==> config.mk <==
export PLATFORM = sky130hd
export DESIGN_NAME = run_stim_gen_flat
export DESIGN_NICKNAME = d
export VERILOG_FILES = /design/src/rtl/run_stim_gen_if.sv /design/src/rtl/run_stim_gen.sv /design/src/flat_wrapper.sv
export SDC_FILE = /design/constraint.sdc
export NUM_CORES = 1
export LEC_CHECK = 0
export ABC_AREA = 1
export CAP_MARGIN = 30
export CORE_MARGIN = 2
export CORE_UTILIZATION = 50
export CTS_CLUSTER_SIZE = 30
export DETAILED_ROUTE_END_ITERATION = 12
export GPL_ROUTABILITY_DRIVEN = 0
export PLACE_DENSITY = 0.8
export SETUP_SLACK_MARGIN = 0.3
export SLEW_MARGIN = 20
export SYNTH_ARGS = -nofsm -noshare
export SYNTH_HDL_FRONTEND = slang
export SYNTH_SLANG_ARGS = --single-unit
==> constraint.sdc <==
create_clock -name clk -period 1.5 [get_ports clk]
set_input_delay 0.225 -clock clk [delete_from_list [all_inputs] [get_ports clk]]
set_output_delay 0.225 -clock clk [all_outputs]
set_load 0.1 [all_outputs]
==> src/rtl/run_stim_gen_if.sv <==
// Command channel for run_stim_gen: a {bit, length} run offered over valid/ready.
interface run_stim_gen_if #(
   parameter int LEN_W = 4
);
   logic             cmd_valid;
   logic             cmd_bit;
   logic [LEN_W-1:0] cmd_len;
   logic             cmd_ready;

   modport master (output cmd_valid, output cmd_bit, output cmd_len, input cmd_ready);
   modport slave  (input cmd_valid, input cmd_bit, input cmd_len, output cmd_ready);
endinterface

==> src/rtl/run_stim_gen.sv <==
// Serial run transmitter for the lab11 run detector: emits queued {bit, length} runs
// gaplessly on w, one bit per step, with z_exp = 1 when the last two emitted bits match.
module run_stim_gen #(
   parameter int LEN_W = 4
) (
   input  logic               clk,
   input  logic               reset_n,
   input  logic               clr,
   input  logic               step,
   run_stim_gen_if.slave      cmd,
   output logic               w,
   output logic               w_valid,
   output logic               z_exp,
   output logic               busy
);
   typedef enum logic {IDLE, RUN} state_t;

   state_t           state;
   logic             act_bit;
   logic [LEN_W-1:0] remaining;
   logic             pend_full;
   logic             pend_bit;
   logic [LEN_W-1:0] pend_len;
   logic             hist_ok;

   logic accept;
   logic cmd_nonzero;
   logic emit;
   logic last_bit;

   assign cmd.cmd_ready = ~pend_full;
   assign accept        = cmd.cmd_valid & ~pend_full;
   assign cmd_nonzero   = (cmd.cmd_len != '0);
   assign emit          = (state == RUN) & step;
   assign last_bit      = emit & (remaining == LEN_W'(1));
   assign busy          = (state == RUN) | pend_full;

   always_ff @(posedge clk or negedge reset_n) begin
      if (!reset_n) begin
         state     <= IDLE;
         act_bit   <= 1'b0;
         remaining <= '0;
         pend_full <= 1'b0;
         pend_bit  <= 1'b0;
         pend_len  <= '0;
         hist_ok   <= 1'b0;
         w         <= 1'b0;
         w_valid   <= 1'b0;
         z_exp     <= 1'b0;
      end else begin
         w_valid <= emit;
         if (emit) begin
            w <= act_bit;
            if (remaining != '0)
               remaining <= remaining - LEN_W'(1);
         end

         // Loads below override the decrement above; zero-length commands are swallowed.
         if (state == IDLE) begin
            if (accept && cmd_nonzero) begin
               state     <= RUN;
               act_bit   <= cmd.cmd_bit;
               remaining <= cmd.cmd_len;
            end
         end else if (last_bit) begin
            if (pend_full) begin
               act_bit   <= pend_bit;
               remaining <= pend_len;
               pend_full <= 1'b0;
            end else if (accept && cmd_nonzero) begin
               act_bit   <= cmd.cmd_bit;
               remaining <= cmd.cmd_len;
            end else begin
               state <= IDLE;
            end
         end else if (accept && cmd_nonzero) begin
            pend_full <= 1'b1;
            pend_bit  <= cmd.cmd_bit;
            pend_len  <= cmd.cmd_len;
         end

         // w still holds the previously emitted bit here, so it serves as history.
         if (emit) begin
            z_exp   <= ~clr & hist_ok & (act_bit == w);
            hist_ok <= 1'b1;
         end else if (clr) begin
            z_exp   <= 1'b0;
            hist_ok <= 1'b0;
         end
      end
   end
endmodule

==> src/flat_wrapper.sv <==
// flat-port wrapper written by rule: the top's interface ports become plain ports
module run_stim_gen_flat 
#(
   parameter int LEN_W = 4
)
  (clk, reset_n, clr, step, w, w_valid, z_exp, busy, cmd_cmd_valid, cmd_cmd_bit, cmd_cmd_len, cmd_cmd_ready);
  run_stim_gen_if #(.LEN_W(LEN_W)) cmd_i ();
  input  logic clk;
  input  logic reset_n;
  input  logic clr;
  input  logic step;
  output logic w;
  output logic w_valid;
  output logic z_exp;
  output logic busy;
  input wire logic [$bits(cmd_i.cmd_valid)-1:0] cmd_cmd_valid;
  input wire logic [$bits(cmd_i.cmd_bit)-1:0] cmd_cmd_bit;
  input wire logic [$bits(cmd_i.cmd_len)-1:0] cmd_cmd_len;
  output wire logic [$bits(cmd_i.cmd_ready)-1:0] cmd_cmd_ready;
  assign cmd_i.cmd_valid = cmd_cmd_valid;
  assign cmd_i.cmd_bit = cmd_cmd_bit;
  assign cmd_i.cmd_len = cmd_cmd_len;
  assign cmd_cmd_ready = cmd_i.cmd_ready;
  run_stim_gen #(.LEN_W(LEN_W)) u_core (.clk(clk), .reset_n(reset_n), .clr(clr), .step(step), .cmd(cmd_i), .w(w), .w_valid(w_valid), .z_exp(z_exp), .busy(busy));
endmodule
Yosys cells after proc, flatten, opt, wreduce, memory -nomap -nowiden
Cells that the tools add are included.

Register bits: 16. Input port bits: 10. Output and inout bits: 5.

Add/subtract/negate cells: 1. Equality and inequality tests: 3. Multiplexer cells: 19. Bitwise gates (word level): 9. Reduce and logical (&&, ||, !) cells: 7.

Operators with widths (number): two-way mux 4 bit (6); two-way mux 1 bit (13); nonzero test 4 bit (2); AND 1 bit (5); equality test 4 x 1 -> 1 bit, second input constant (1); nonzero test 2 bit (2); subtractor 4 x 1 -> 4 bit, second input constant (1); NOT 1 bit (3); AND reduction 3 bit (1); inequality test 2 bit, second input constant (1); AND reduction 2 bit (1); equality test 1 bit (1); logical AND 1 bit (1); bitwise OR 1 bit (1).

Logic depth before layout (Yosys ltp)
Depth after elaboration: 7. Mapped depth: 9. Mapped depth without buffers: 9.

Worst setup path before layout
No wires, ideal clock.

Kind: register -> register. Start: register u_core.pend_full. End: register u_core.pend_bit. Arrival: 1.471 ns. Required time: 1.368 ns. Setup slack: -0.103 ns. Cell stages (with the launch flop): 7. Path buffers: 0. Clock period less this slack: 1.603 ns. Cell sequence: dfrtp_1 > inv_2 > nand2_1 > inv_1 > nand2_2 > nor2_1 > o21ai_0.

Cells in the longest elaborated chain, start to end: 4.

Ends and longest elaborated chain: from (decl) (line run_stim_gen.sv:21) `logic pend_full;`; from (signal assigned) (line run_stim_gen.sv:43) `pend_full <= 1'b0;`; from (signal assigned) (line run_stim_gen.sv:69) `pend_full <= 1'b0;`; from (signal assigned) (line run_stim_gen.sv:77) `pend_full <= 1'b1;`; NOT 1 bit; net cmd_cmd_ready (line flat_wrapper.sv:19) `output wire logic [$bits(cmd_i.cmd_ready)-1:0] cmd_cmd_ready;`; AND 1 bit (line run_stim_gen.sv:32) `assign accept = cmd.cmd_valid & ~pend_full;`; logical AND 1 bit (line run_stim_gen.sv:76) `end else if (accept && cmd_nonzero) begin`; AND reduction 3 bit (no line); to (signal assigned) (line run_stim_gen.sv:78) `pend_bit <= cmd.cmd_bit;`; to (decl) (line run_stim_gen.sv:22) `logic pend_bit;`.

The timed path passes the listed nets, and every way through them passes these cells. A chain may end at the register's enable or synchronous reset.

Worst setup path after layout
Start: register u_core.pend_full. End: output port busy.

Cells in the longest elaborated chain, start to end: 1.

Ends and longest elaborated chain: bitwise OR 1 bit (line run_stim_gen.sv:36) `assign busy = (state == RUN) | pend_full;`; to (decl) (line flat_wrapper.sv:15) `output logic busy;`.

No other way between the ends.

==> metrics.txt <==
Die X=45.9 µm; CTS tree=built; post-route ant nets=0; Leak Pwr=0.000628 µW; max cap viols=0; post-DP HPWL=1370 µm; share of the yosys chip area belonging to registers=0.456; Reg2Reg Setup Slack=160 ps; CTS Buf Count=3; Worst Path Required=1270 ps; largest cells by area after synthesis=dfrtp_1 46%, nand2_1 17%, inv_1 6.0%; first-pass GRT wire length=3270 µm; reg2reg start=u_core.remaining[3]; CP Launch Type=register; GRT overflow=0; Cell Rows=15; Mapped Area=878 µm²; crit path capture type=primary output; fin util=0.754; synthesized net count=127; DRT iter0 DRCs=26; Pwr per Cell Area=829 nW/µm²; TritonRoute pass-1 iters=4; WL final=1990 µm; commonest cells after routing, fill and taps aside=36 x nand2_1, 12 x inv_1, 11 x dfrtp_1; clock latency on the worst-skew pair=290 ps; residual DRC count=0; Antenna diodes=0; Fin Hold WS=240 ps; RSZ-0062 raised after global routing=true; worst slew pin tran=242 ps; worst hold path class=input port to async pin; Final Max Slew Viols=0; R2R Path End=u_core.remaining[2]; commonest non-fill, non-tap cell in the layout=nand2_1; crit path max fanout=2; fill count=131; Cells after Synth=115; Mapped Avg Cell Area=7.64 µm²; Final Cycle Share=0.899; io pins=15; achievable frequency=742 MHz; die area=2110 µm²; routed vias/inst=5.49; Synth top area share=0.456; post-route insts no fill=156; Root Driver=clkbuf_4; Tot Pwr=1060 µW; final hold violation count=0; outcome=complete, no violations; Cells after DPL=149; hold-fix buffers at CTS=0; Netlist cell types=18; largest net degree at the start of global routing=17; vias=856; CTS sink cnt=16; Peak VDD IR=0.681 mV; Layout area overhead=45.0%; Initial Util=0.520; post-synthesis register bit count=16; Clock transition at path regs=90 ps; share of cells above drive strength 1=0.295; fin nets=152; Reg2Reg Depth=6; top cell type by total area after synthesis=dfrtp_1; vias in the first global route=828; relative slew slack=0.838; CP Class=register to primary output; core area=1690 µm²; Clock Skews=3.07 ps; synth warn=0; Tot GR Track Use=0.221; final setup fails=0; Final min period=1350 ps; clk buf depth=2; WL/cell=12.8 µm; initial antenna violation count=0; CP arrival=1120 ps; DIE HEIGHT=45.9 µm; H-tree lvl count=1; # port buffers=14
==> how the worst max path moves through the flow <==
stage / endpoint / slack [ps] / start
6_report: busy / 150 / u_core.pend_full
5_1_grt: u_core.remaining[2] / 120 / u_core.remaining[0]
4_1_cts: busy / 160 / u_core.pend_full
3_5_place_dp: u_core.remaining[1] / -30 / step
3_3_place_gp: u_core.remaining[2] / 7 / step
2_1_floorplan: u_core.pend_len[0] / 290 / u_core.remaining[0]
==> kinds of logic (layout without fill, tap and decap cells) <==
logic type               after synthesis  in the layout  share of synthesized area
AND/OR/NAND/NOR                       69             70                      0.362
buffers and inverters                 17             40                     0.0840
flip-flops                            16             16                      0.456
AO/OA/AOI/OAI                         10             10                     0.0598
adder cells (fa/ha/maj)                2              2                     0.0285
XOR/XNOR                               1              1                    0.00997
==> synthesized netlist by cell type <==
library cell  count
nand4_1           2
xor2_1            1
inv_2             1
nand3b_1          3
nand2_2           3
nor2_1            9
o31ai_1           1
nand3_2           1
dfrtp_1          16
nand2_1          39
ha_1              2
inv_1            14
buf_6             1
nand3_4           1
inv_4             1
o21ai_0           9
nand3_1          10
or2_2             1
==> repair_timing <==
item                                    CTS  global route
endpoints found under the hold margin     0             0
pin swaps                                 1             2
resized for setup                         9             9
cloned                                    1             0
endpoints found under the setup margin   14            15
setup buffers                             2             0
==> metrics by stage <==
step / setup slack [ps] / TNS (ps) / instance area, µm²
2_1_floorplan: 292 / 0 / 920
3_3_place_gp: 6.51 / 0 / 1150
3_5_place_dp: -26.7 / -69.6 / 1150
4_1_cts: 158 / 0 / 1250
5_1_grt: 118 / 0 / 1270
6_report: 152 / 0 / 1270
==> registers in the layout (all words and copies together), names as in the netlist <==
name              cells
u_core.state          1
u_core.remaining      4
u_core.w              1
u_core.hist_ok        1
u_core.w_valid        1
u_core.pend_bit       1
u_core.pend_full      1
u_core.act_bit        1
u_core.z_exp          1
u_core.pend_len       4
==> worst max-delay path, stage by stage (launching register included) <==
cell and delay, ps:
dfrtp_2 410, or2_4 260, buf_12 160
==> area by class of cell <==
class / count / area (µm²) / share of cell area
multi-input combinational: 83 / 498 / 0.391
sequential: 16 / 407 / 0.319
tap: 17 / 21.3 / 0.0167
inverter: 16 / 72.6 / 0.0570
clock buffer: 4 / 36.3 / 0.0285
timing repair buffer: 20 / 239 / 0.188
==> per-layer routing <==
metal	vias to the layer above	part of all wire	track usage
met2	40	0.52	0.394
met4	0	0.022	0.120
met1	389	0.40	0.244
met5	-	0	0
met3	9	0.058	0.0357
li1	418	-	-
==> power by group <==
| part | internal [µW] | switching [µW] | total (µW) |
|---|---|---|---|
| clock network | 148 | 139 | 287 |
| registers | 492 | 27.2 | 519 |
| logic | 98.6 | 152 | 251 |
Note: power is estimated with default switching activity, not from simulation.
